`src/rtl/rom_pkg.sv`:
```
// Shared definitions for the 16x16 ROM and its sequential reader.
// State encoding and default geometry are common to both blocks.
package rom_pkg;

    localparam int ROM_ADDR_W = 4;
    localparam int ROM_DATA_W = 16;

    typedef enum logic [1:0] {
        IDLE  = 2'd0,
        FETCH = 2'd1,
        SEND  = 2'd2,
        DONE  = 2'd3
    } rom_state_e;

endpackage

```
`src/rtl/rom_reader_csum.sv`:
```
// Running-sum accumulator for rom_reader; only built when ROM_READER_CSUM_EN is defined.
// Sum wraps modulo 2^DATA_W; clear has priority over enable.
`ifdef ROM_READER_CSUM_EN
module rom_reader_csum
    import rom_pkg::*;
#(
    parameter int DATA_W = ROM_DATA_W
) (
    input  logic              clk,
    input  logic              rst_n,
    input  logic              clear,
    input  logic              enable,
    input  logic [DATA_W-1:0] data,
    output logic [DATA_W-1:0] sum
);

    logic [DATA_W-1:0] sum_q;

    always_ff @(posedge clk) begin
        if (!rst_n) begin
            sum_q <= '0;
        end else if (clear) begin
            sum_q <= '0;
        end else if (enable) begin
            sum_q <= sum_q + data;
        end
    end

    assign sum = sum_q;

endmodule
`endif

```
`src/rtl/rom_reader.sv`:
```
// Sequential read initiator: sweeps a wrap-around ROM address range and streams words out.
// Define ROM_READER_CSUM_EN to build the per-sweep checksum accumulator; otherwise checksum is 0.
module rom_reader
    import rom_pkg::*;
#(
    parameter int ADDR_W = ROM_ADDR_W,
    parameter int DATA_W = ROM_DATA_W
) (
    input  logic              clk,
    input  logic              rst_n,
    input  logic              start,
    input  logic [ADDR_W-1:0] base_addr,
    input  logic [ADDR_W-1:0] count,
    output logic [ADDR_W-1:0] rom_addr,
    input  logic [DATA_W-1:0] rom_data,
    output logic [DATA_W-1:0] out_data,
    output logic              out_valid,
    input  logic              out_ready,
    output logic              busy,
    output logic              done,
    output logic [DATA_W-1:0] checksum
);

    localparam logic [ADDR_W:0] FULL_SWEEP = {1'b1, {ADDR_W{1'b0}}};
    localparam logic [ADDR_W:0] LAST_WORD  = (ADDR_W+1)'(1);

    rom_state_e        state_q;
    logic [ADDR_W:0]   remaining_q;
    logic [ADDR_W-1:0] rom_addr_q;
    logic [DATA_W-1:0] out_data_q;
    logic              out_valid_q;

    logic accept;
    logic xfer;

    assign accept = (state_q == IDLE) && start;
    assign xfer   = (state_q == SEND) && out_valid_q && out_ready;

    // One extra bit on the remaining counter so count==0 can mean a full 2^ADDR_W sweep.
    always_ff @(posedge clk) begin
        if (!rst_n) begin
            state_q     <= IDLE;
            remaining_q <= '0;
            rom_addr_q  <= '0;
            out_data_q  <= '0;
            out_valid_q <= 1'b0;
        end else begin
            case (state_q)
                IDLE: begin
                    if (accept) begin
                        rom_addr_q  <= base_addr;
                        remaining_q <= (count == '0) ? FULL_SWEEP : {1'b0, count};
                        state_q     <= FETCH;
                    end
                end
                FETCH: begin
                    out_data_q  <= rom_data;
                    out_valid_q <= 1'b1;
                    state_q     <= SEND;
                end
                SEND: begin
                    if (xfer) begin
                        out_valid_q <= 1'b0;
                        if (remaining_q == LAST_WORD) begin
                            state_q <= DONE;
                        end else begin
                            remaining_q <= remaining_q - LAST_WORD;
                            rom_addr_q  <= rom_addr_q + ADDR_W'(1);
                            state_q     <= FETCH;
                        end
                    end
                end
                DONE: begin
                    state_q <= IDLE;
                end
                default: begin
                    state_q <= IDLE;
                end
            endcase
        end
    end

    assign rom_addr  = rom_addr_q;
    assign out_data  = out_data_q;
    assign out_valid = out_valid_q;
    assign busy      = (state_q != IDLE);
    assign done      = (state_q == DONE);

`ifdef ROM_READER_CSUM_EN
    rom_reader_csum #(
        .DATA_W (DATA_W)
    ) u_csum (
        .clk    (clk),
        .rst_n  (rst_n),
        .clear  (accept),
        .enable (xfer),
        .data   (out_data_q),
        .sum    (checksum)
    );
`else
    assign checksum = '0;
`endif

endmodule

```
`config.mk`:
```
export PLATFORM = sky130hd
export DESIGN_NAME = rom_reader
export DESIGN_NICKNAME = d
export VERILOG_FILES = /design/src/rtl/rom_pkg.sv /design/src/rtl/rom_reader_csum.sv /design/src/rtl/rom_reader.sv
export SDC_FILE = /design/constraint.sdc
export NUM_CORES = 1
export LEC_CHECK = 0
export CAP_MARGIN = 20
export CORE_ASPECT_RATIO = 0.75
export CORE_MARGIN = 5
export CORE_UTILIZATION = 30
export DETAILED_ROUTE_END_ITERATION = 7
export DONT_BUFFER_PORTS = 1
export SLEW_MARGIN = 5
export SYNTH_ARGS = -nofsm -noshare
export SYNTH_HDL_FRONTEND = slang
export SYNTH_SLANG_ARGS = --single-unit
export TNS_END_PERCENT = 50
```
`constraint.sdc`:
```
create_clock -name clk -period 1.2 [get_ports clk]
set_input_delay 0.36 -clock clk [delete_from_list [all_inputs] [get_ports clk]]
set_output_delay 0.36 -clock clk [all_outputs]
set_load 0.03 [all_outputs]
```
# == Yosys cells after proc, flatten, opt, wreduce, memory -nomap -nowiden ==
# Cells that the tools add are included.
# word_totals
in_bits,28
output_inout_bits,39
wordCells,40
reg_bits,28
# op_classes
mux,15
n_eq_ne,7
addsub,2
n_reduce_logical,11
# ops
operator,n
two-way mux 5 bit,4
two-way mux 4 bit,3
case mux 5 bit (2 select lines),1
case mux 2 bit (4 select lines),1
case mux 4 bit (2 select lines),1
two-way mux 2 bit,3
"!= test 2 bit, second input constant",3
nonzero test 2 bit,3
"equality test 5 x 1 -> 1 bit, second input constant",1
"subtractor 5 x 1 -> 5 bit, second input constant",1
"adder 4 x 1 -> 4 bit, second input constant",1
"equality test 2 bit, second input constant",2
logical NOT 4 bit,1
AND reduction 2 bit,2
AND reduction 4 bit,1
logical AND 1 bit,3
"equality test 2 x 1 -> 1 bit, second input constant",1
logical NOT 2 bit,1
case mux 1 bit (2 select lines),1
two-way mux 1 bit,1

# == Logic depth before layout (Yosys ltp) ==
# Gate-level depths: netlist of the first run.
# logic_depth
ltp_word,5
mapped_depth,6
depth_no_buf,6

# == Worst setup path after synthesis of the first run ==
# Ideal clock, no wire load.
# synth_path
path_type,register to register
from,register out_valid_q (netlist: out_valid)
to,register rom_addr_q[3] (netlist: rom_addr[3])
stages_incl_launch_ff,5
synth_period_minus_slack_ns,1.365
setup_time_ns,0.092
path_slack_ns,-0.165
t_arrival_ns,1.273
t_required_ns,1.108
cell_sequence,dfxtp_1 -> nand2_1 -> o2bb2ai_4 -> nand2_2 -> o32ai_1
# synth_between
elab_chain_cells,4
# synth_rtl
item,line_no,text
start: declaration,rom_reader.sv:31,logic out_valid_q;
start signal: assignment,rom_reader.sv:46,out_valid_q <= 1'b0;
start signal: assignment,rom_reader.sv:58,out_valid_q <= 1'b1;
start signal: assignment,rom_reader.sv:63,out_valid_q <= 1'b0;
logical AND 1 bit (2 in series),rom_reader.sv:37,assign xfer = (state_q == SEND) && out_valid_q && out_ready;
!= test 2 bit (no line),-,
AND reduction 4 bit (no line),-,
end signal: assignment,rom_reader.sv:51,rom_addr_q <= base_addr;
end signal: assignment,rom_reader.sv:68,rom_addr_q <= rom_addr_q + ADDR_W'(1);
end: declaration,rom_reader.sv:29,logic [ADDR_W-1:0] rom_addr_q;
# Every way passes these cells.
# A chain may end at the register's enable or synchronous reset.

# == Worst setup path after layout of the first run ==
# layout_path
from,register state_q[0]
to,register rom_addr_q[2] (netlist: rom_addr[2])
# layout_between
elab_chain_cells,5
# layout_rtl
item,line_no,text
start: declaration,rom_reader.sv:27,rom_state_e state_q;
start signal: assignment,rom_reader.sv:42,state_q <= IDLE;
start signal: assignment,rom_reader.sv:53,state_q <= FETCH;
start signal: assignment,rom_reader.sv:59,state_q <= SEND;
equality test 2 bit,"rom_reader.sv:37, rom_reader.sv:48",
logical AND 1 bit (2 in series),rom_reader.sv:37,
!= test 2 bit (no line),-,
AND reduction 4 bit (no line),-,
# Parallel ways exist; a longest one is shown, timed or not.

==> out/metrics.csv, run 1 <==
metric;value;unit
path_cells;and2b_4 > and4b_2 > o311ai_2 > o31ai_1;
leakagePower;0.7197;nW
firstDrtPassIters;4;
seqPwrFrac;0.444;
finalSetupViolations;11;
critPathRequiredTime;1360;ps
grt_overflow;0;
initial_core_util;0.3134;
yosysWarnings;0;
die_area;0.006210;sq mm
switching_power;0.7824;mW
fin_util;0.4109;
hold_slack;192.6;ps
rows;21;
clock_path_buffers;2;
finalCritPeriodShare;1.205;
outcome;finished with violations;
numCtsBuffers;3;
end_kind;flip-flop;
crit_arrival;1610;ps
synthCells;173;
slew_viol_final;0;
gp_congestion;0.8202;
layout_commonest_cell;nand2_1;
drv_cap;0;
critPathMaxStageDelay;390;ps
rsz0062_at_grt;yes;
avgViaCountPerCell;4.927;
coreArea;0.004519;sq mm
grt_pass1_wl;5920;um
clock-sinks;28;
period_minus_slack;1446;ps
clock_skew;9.576;ps
cts-root-buf;clkbuf_8;
synth-seq-cells;28;
vdd_drop_max;595.3;uV
wl_per_cell;14.91;um
portBuffers;0;
clk_pin_slew;110;ps
place_area;0.001632;sq mm
cts_tree;done;
synth_cell_types;38;
clock.fmax;691.5;MHz
cts-htree-levels;1;
route.detailed.drc;0;
netlist_area;0.001416;sq mm
grt_antenna_before_repair;0;
hp-class;in2reg;
avgSynthCellArea;8.187;sq um
dieWidth;89.34;um
violations;negative setup slack;
final-hold-violation-count;0;
power_frac_clock;0.303;
drive_gt1_frac;0.3663;
num_vias;1276;
crit_type;reg2reg;
cpMaxStageDelayCell;dfxtp_2;
hpwl;2800;um
startpoint_type;flip-flop;
io_pins;67;
grt_max_degree;17;
setup_ws;-246.1;ps
clock_latency;280;ps
drt_iter0_drc;49;
die_h;69.51;um
ant_nets;0;
final_cell_mix;nand2_1, a21oi_1, buf_4, dfxtp_2, conb_1;
grt_pass1_vias;1119;
pwr_density_cell;1353;mW/mm^2
finish.instance_area;0.001857;sq mm
diodes;0;
areaGrowthSynthToFinish;31.10;%
yosysSeqAreaShare;0.3958;
nNetsFinal;234;
switching_share;0.3115;
critPathMaxFanout;7;
p_comb_frac;0.253;
routed_wirelength;3862;um
p_int;1.729;mW
grt_usage;0.1196;
-- power groups by stage --
stage / registers, mW / logic, mW / clock network, mW
floorplan: 1.15 / 0.371 / 0
global placement: 1.12 / 0.554 / 0
detailed placement: 1.13 / 0.557 / 0
CTS: 1.11 / 0.595 / 0.790
global route: 1.13 / 0.689 / 0.845
finish: 1.12 / 0.635 / 0.762
-- metal layers --
layer	GRT usage	wire length, um	up-vias
met5	0	0	-
met4	0.02479	27	0
met3	0.03207	329	2
met2	0.1725	1709	53
met1	0.1764	1795	596
li1	-	-	625
-- cells in the mapped netlist --
library cell	n	area [sq um]
a211oi_1	1	7.510
a21oi_1	26	130.1
a311oi_1	1	8.760
a32oi_4	1	27.53
and2_1	1	6.260
and2b_1	1	7.510
and2b_4	1	10.01
and4b_1	2	20.02
buf_2	3	15.01
buf_4	17	127.6
clkbuf_1	4	15.01
clkinv_1	1	3.750
conb_1	1	3.750
dfxtp_1	28	560.5
ha_1	3	37.54
inv_1	3	11.26
mux2i_1	2	20.02
nand2_1	42	157.7
nand2_2	1	6.260
nand2b_1	1	6.260
nand3_1	2	10.01
nand4b_1	1	8.760
nor2_1	6	22.52
nor2b_1	1	6.260
nor3_1	6	30.03
nor3b_1	1	7.510
o2111ai_1	2	17.52
o211ai_1	1	7.510
o21ai_0	2	10.01
o221a_1	2	22.52
o2bb2ai_4	1	27.53
o311ai_1	1	8.760
o31ai_1	2	15.01
o32ai_1	1	8.760
or2b_1	1	7.510
or3_1	1	6.260
xnor2_1	1	8.760
xor2_1	1	8.760
-- final timing paths --
| kind | start | to | slack (ps) | cells past startpoint |
|---|---|---|---|---|
| worst max register to register | state_q[0]$_SDFFE_PN0P_ | rom_addr[2]$_SDFFE_PN0P_ | -250 | 4 |
| worst max-delay path | state_q[0]$_SDFFE_PN0P_ | rom_addr[2]$_SDFFE_PN0P_ | -250 | 4 |
| worst min register to register | out_data[10]$_SDFFE_PN0P_ | out_data[10]$_SDFFE_PN0P_ | 540 | 2 |
| worst min-delay path | rom_data[5] | out_data[5]$_SDFFE_PN0P_ | 190 | 2 |
-- area by class of cell --
type / count / area (sq um)
fillers: 472 / 2663
multi-input cells: 133 / 803.3
flip-flops and latches: 28 / 596.8
repair buffers: 33 / 299.0
well taps: 57 / 71.32
clock buffers: 3 / 41.29
clock inverters: 1 / 30.03
inverters: 4 / 15.01
-- worst max-delay path: cells and delay by family (launching register included) --
family | cells | cell delay [ps]
AOI/OAI and AO/OA | 2 | 420
DFF | 1 | 390
and+or+nand+nor | 2 | 510
-- registers in the layout, summed over array words and instances (netlist names) --
name,flops
out_data,16
remaining_q,5
rom_addr,4
state_q,2
out_valid,1
-- metrics by stage --
stage | setup TNS, ps | power, mW | instances | worst slack, ps
after floorplan | -262.5 | 1.523 | 188 | -60.15
after global placement | -755.0 | 1.678 | 250 | -122.7
after detailed placement | -1050 | 1.682 | 250 | -176.7
after CTS | -1634 | 2.493 | 257 | -186.8
after global routing | -2706 | 2.659 | 259 | -271.8
final | -1887 | 2.511 | 259 | -246.1
-- kinds of logic (layout without fill, tap and decap cells) --
group | after synthesis | in the layout | share of synthesized area
AND/OR/NAND/NOR | 68 | 68 | 0.2209
AO/OA/AOI/OAI | 41 | 42 | 0.2058
flip-flops | 28 | 28 | 0.3958
buffers and inverters | 28 | 41 | 0.1219
adder cells (fa/ha/maj) | 3 | 3 | 0.02650
XOR/XNOR | 2 | 2 | 0.01237
multiplexers | 2 | 2 | 0.01413
other | 1 | 16 | 0.002648
-- timing repair --
| action | in CTS | in global routing |
|---|---|---|
| hold buffers | 0 | 0 |
| setup buffers | 2 | 2 |
| pin swaps | 6 | 5 |
| gates resized for setup | 14 | 30 |
| setup endpoints to repair | 14 | 38 |
| gates cloned | 1 | 0 |
No activity file was read; power rests on OpenSTA's default activity.
==> inputs of run 2 (changes only) <==
==> constraint.sdc (replaced) <==
create_clock -name clk -period 1.2 [get_ports clk]
set_input_delay 0.12 -clock clk [delete_from_list [all_inputs] [get_ports clk]]
set_output_delay 0.12 -clock clk [all_outputs]
set_load 0.03 [all_outputs]
==> run 2 against run 1 <==
Compared with the run above: the run still ends with negative setup slack left; first-iteration DRC count shrank 14%; sequential power shrank 7%; utilization grew 7.1 points; wire length grew 8.4%; design area grew 17%; total power grew 3.9%; register-to-register slack gained 60 ps; critical endpoint is now remaining_q[0]$_SDFFE_PN0P_; largest power group unchanged.
==> out/metrics.csv, run 2 (synthesis gave the netlist of run 1 again) <==
metric;value;unit;change
rr_worst_depth;4;;unchanged
clock.fmax;719.4;MHz;was 691.5 MHz
setup_ws;-190.0;ps;was -246.1 ps
route.detailed.drc;0;;unchanged
period_minus_slack;1390;ps;was 1446 ps
path_delay_family;simple AND/OR/NAND/NOR gates;;unchanged
ant_nets;0;;unchanged
routed_wirelength;4188;um;was 3862 um
grt_pass1_vias;1345;;was 1119
slew_viol_final;0;;unchanged
areaGrowthSynthToFinish;53.80;%;was 31.10%
grt_overflow;0;;unchanged
portBuffers;0;;unchanged
clk_pin_slew;110;ps;about the same
diodes;0;;unchanged
critPathMaxStageDelay;350;ps;was 390 ps
startpoint;state_q[0]$_SDFFE_PN0P_;;unchanged
power_frac_clock;0.293;;was 0.303
switching_share;0.3144;;was 0.3115
vdd_drop_max;812.3;uV;was 595.3 uV
layout_commonest_cell;buf_4;;was nand2_1
die_h;69.51;um;unchanged
place_ws;-163.5;ps;was -176.7 ps
top_layer_used;met4;;unchanged
rows;21;;unchanged
grt_antenna_before_repair;0;;unchanged
hpwl;2809;um;was 2800 um
hp-class;in2reg;;unchanged
grt_max_degree;18;;was 17
clock_path_buffers;2;;unchanged
cpMaxStageDelayCell;dfxtp_2;;unchanged
place_area;0.001732;sq mm;was 0.001632 sq mm
power;2.610;mW;was 2.511 mW
leakagePower;0.9064;nW;was 0.7197 nW
cp-endpoint;remaining_q[0]$_SDFFE_PN0P_;;was rom_addr[2]$_SDFFE_PN0P_
die_area;0.006210;sq mm;unchanged
grt_usage;0.1289;;was 0.1196
wl_met1;1911;um;was 1795 um
regToRegSetupSlack;-190;ps;was -250 ps
clock_skew;11.31;ps;was 9.576 ps
coreArea;0.004519;sq mm;unchanged
crit_cells;4;;unchanged
switching_power;0.8204;mW;was 0.7824 mW
grt_pass1_wl;6417;um;was 5920 um
tns;-3310;ps;was -1887 ps
initial_core_util;0.3134;;unchanged
cts_tree;done;;unchanged
avgViaCountPerCell;4.767;;was 4.927
final-hold-violation-count;0;;unchanged
final_cell_mix;buf_4, nand2_1, dfxtp_1, a21oi_1, dlygate4sd3_1;;was nand2_1, a21oi_1, buf_4, dfxtp_2, conb_1
path_buf_inv;0;;unchanged
cts-root-buf;clkbuf_8;;unchanged
dr_wl_met2;1941;um;was 1709 um
finalCritPeriodShare;1.158;;was 1.205
dieWidth;89.34;um;unchanged
crit_arrival;1560;ps;was 1610 ps
violations;negative setup slack;;unchanged
seqPwrFrac;0.399;;was 0.444
clock-sinks;28;;unchanged
end_kind;flip-flop;;unchanged
finish.instance_area;0.002178;sq mm;was 0.001857 sq mm
cts-htree-levels;1;;unchanged
nNetsFinal;267;;was 234
gp_congestion;0.8504;;was 0.8202
drv_cap;0;;unchanged
crit_type;reg2reg;;unchanged
met3_length;308;um;was 329 um
path_cells;and2b_4 > and4b_2 > nor3_2 > o221a_1;;was and2b_4 > and4b_2 > o311ai_2 > o31ai_1
p_comb_frac;0.308;;was 0.253
numCtsBuffers;3;;unchanged
p_int;1.789;mW;was 1.729 mW
clock_latency;280;ps;about the same
drive_gt1_frac;0.3915;;was 0.3663
io_pins;67;;unchanged
largest_reg_flops;16;;unchanged
critPathMaxFanout;7;;unchanged
critPathRequiredTime;1370;ps;was 1360 ps
timing.rr.start;state_q[0]$_SDFFE_PN0P_;;unchanged
drt_iter0_drc;42;;was 49
startpoint_type;flip-flop;;unchanged
num_vias;1392;;was 1276
rsz0062_at_grt;yes;;unchanged
wl_per_cell;14.34;um;was 14.91 um
finalSetupViolations;28;;was 11
reg2reg_to;remaining_q[0]$_SDFFE_PN0P_;;was rom_addr[2]$_SDFFE_PN0P_
firstDrtPassIters;4;;unchanged
outcome;finished with violations;;unchanged
pwr_density_cell;1198;mW/mm^2;was 1353 mW/mm^2
## run 2: per-layer routing
metal  up-vias  track usage
met5         -            0
met4         0      0.02479
met3         2      0.02969
met2        50       0.2069
met1       646       0.1756
li1        694            -
## run 2: cell type report
| class | count | area, sq um |
|---|---|---|
| multi-input cells | 134 | 887.1 |
| flip-flops and latches | 28 | 565.5 |
| well taps | 57 | 71.32 |
| fillers | 454 | 2341 |
| repair buffers | 65 | 568.0 |
| clock inverters | 1 | 30.03 |
| inverters | 4 | 15.01 |
| clock buffers | 3 | 41.29 |
## run 2: per-stage QoR
step	util	hold slack, ps	std cells
2_1_floorplan	-	256.0	188
3_3_place_gp	0.3832	259.5	265
3_5_place_dp	0.3832	263.6	265
4_1_cts	0.4499	48.06	290
5_1_grt	0.4820	54.34	292
6_report	0.4820	60.48	292
## run 2: what timing repair did
| item | 4_1_cts | 5_1_grt |
|---|---|---|
| gates resized for setup | 9 | 32 |
| endpoints found under the setup margin | 27 | 28 |
| pin swaps | 6 | 8 |
| hold buffers | 17 | 0 |
| endpoints found under the hold margin | 21 | 0 |
| gates cloned | 1 | 2 |
| buffers inserted | 3 | 1 |
## run 2: power by group through the flow
stage | Clock (mW) | Sequential, mW | Combinational (mW)
CTS | 0.794 | 1.04 | 0.720
finish | 0.764 | 1.04 | 0.804
global route | 0.839 | 1.05 | 0.863
floorplan | 0 | 1.15 | 0.371
global placement | 0 | 1.06 | 0.645
detailed placement | 0 | 1.06 | 0.645
## run 2: how the worst min path moves through the flow
| stage | slack, ps | start | end | depth (start not counted) |
|---|---|---|---|---|
| finish | 60 | start | state_q[0]$_SDFFE_PN0P_ | 2 |
| global route | 50 | base_addr[2] | rom_addr[2]$_SDFFE_PN0P_ | 2 |
| CTS | 50 | start | state_q[0]$_SDFFE_PN0P_ | 2 |
| detailed placement | 260 | rom_data[4] | out_data[4]$_SDFFE_PN0P_ | 2 |
| global placement | 260 | rom_data[4] | out_data[4]$_SDFFE_PN0P_ | 2 |
| floorplan | 260 | rom_data[0] | out_data[0]$_SDFFE_PN0P_ | 2 |
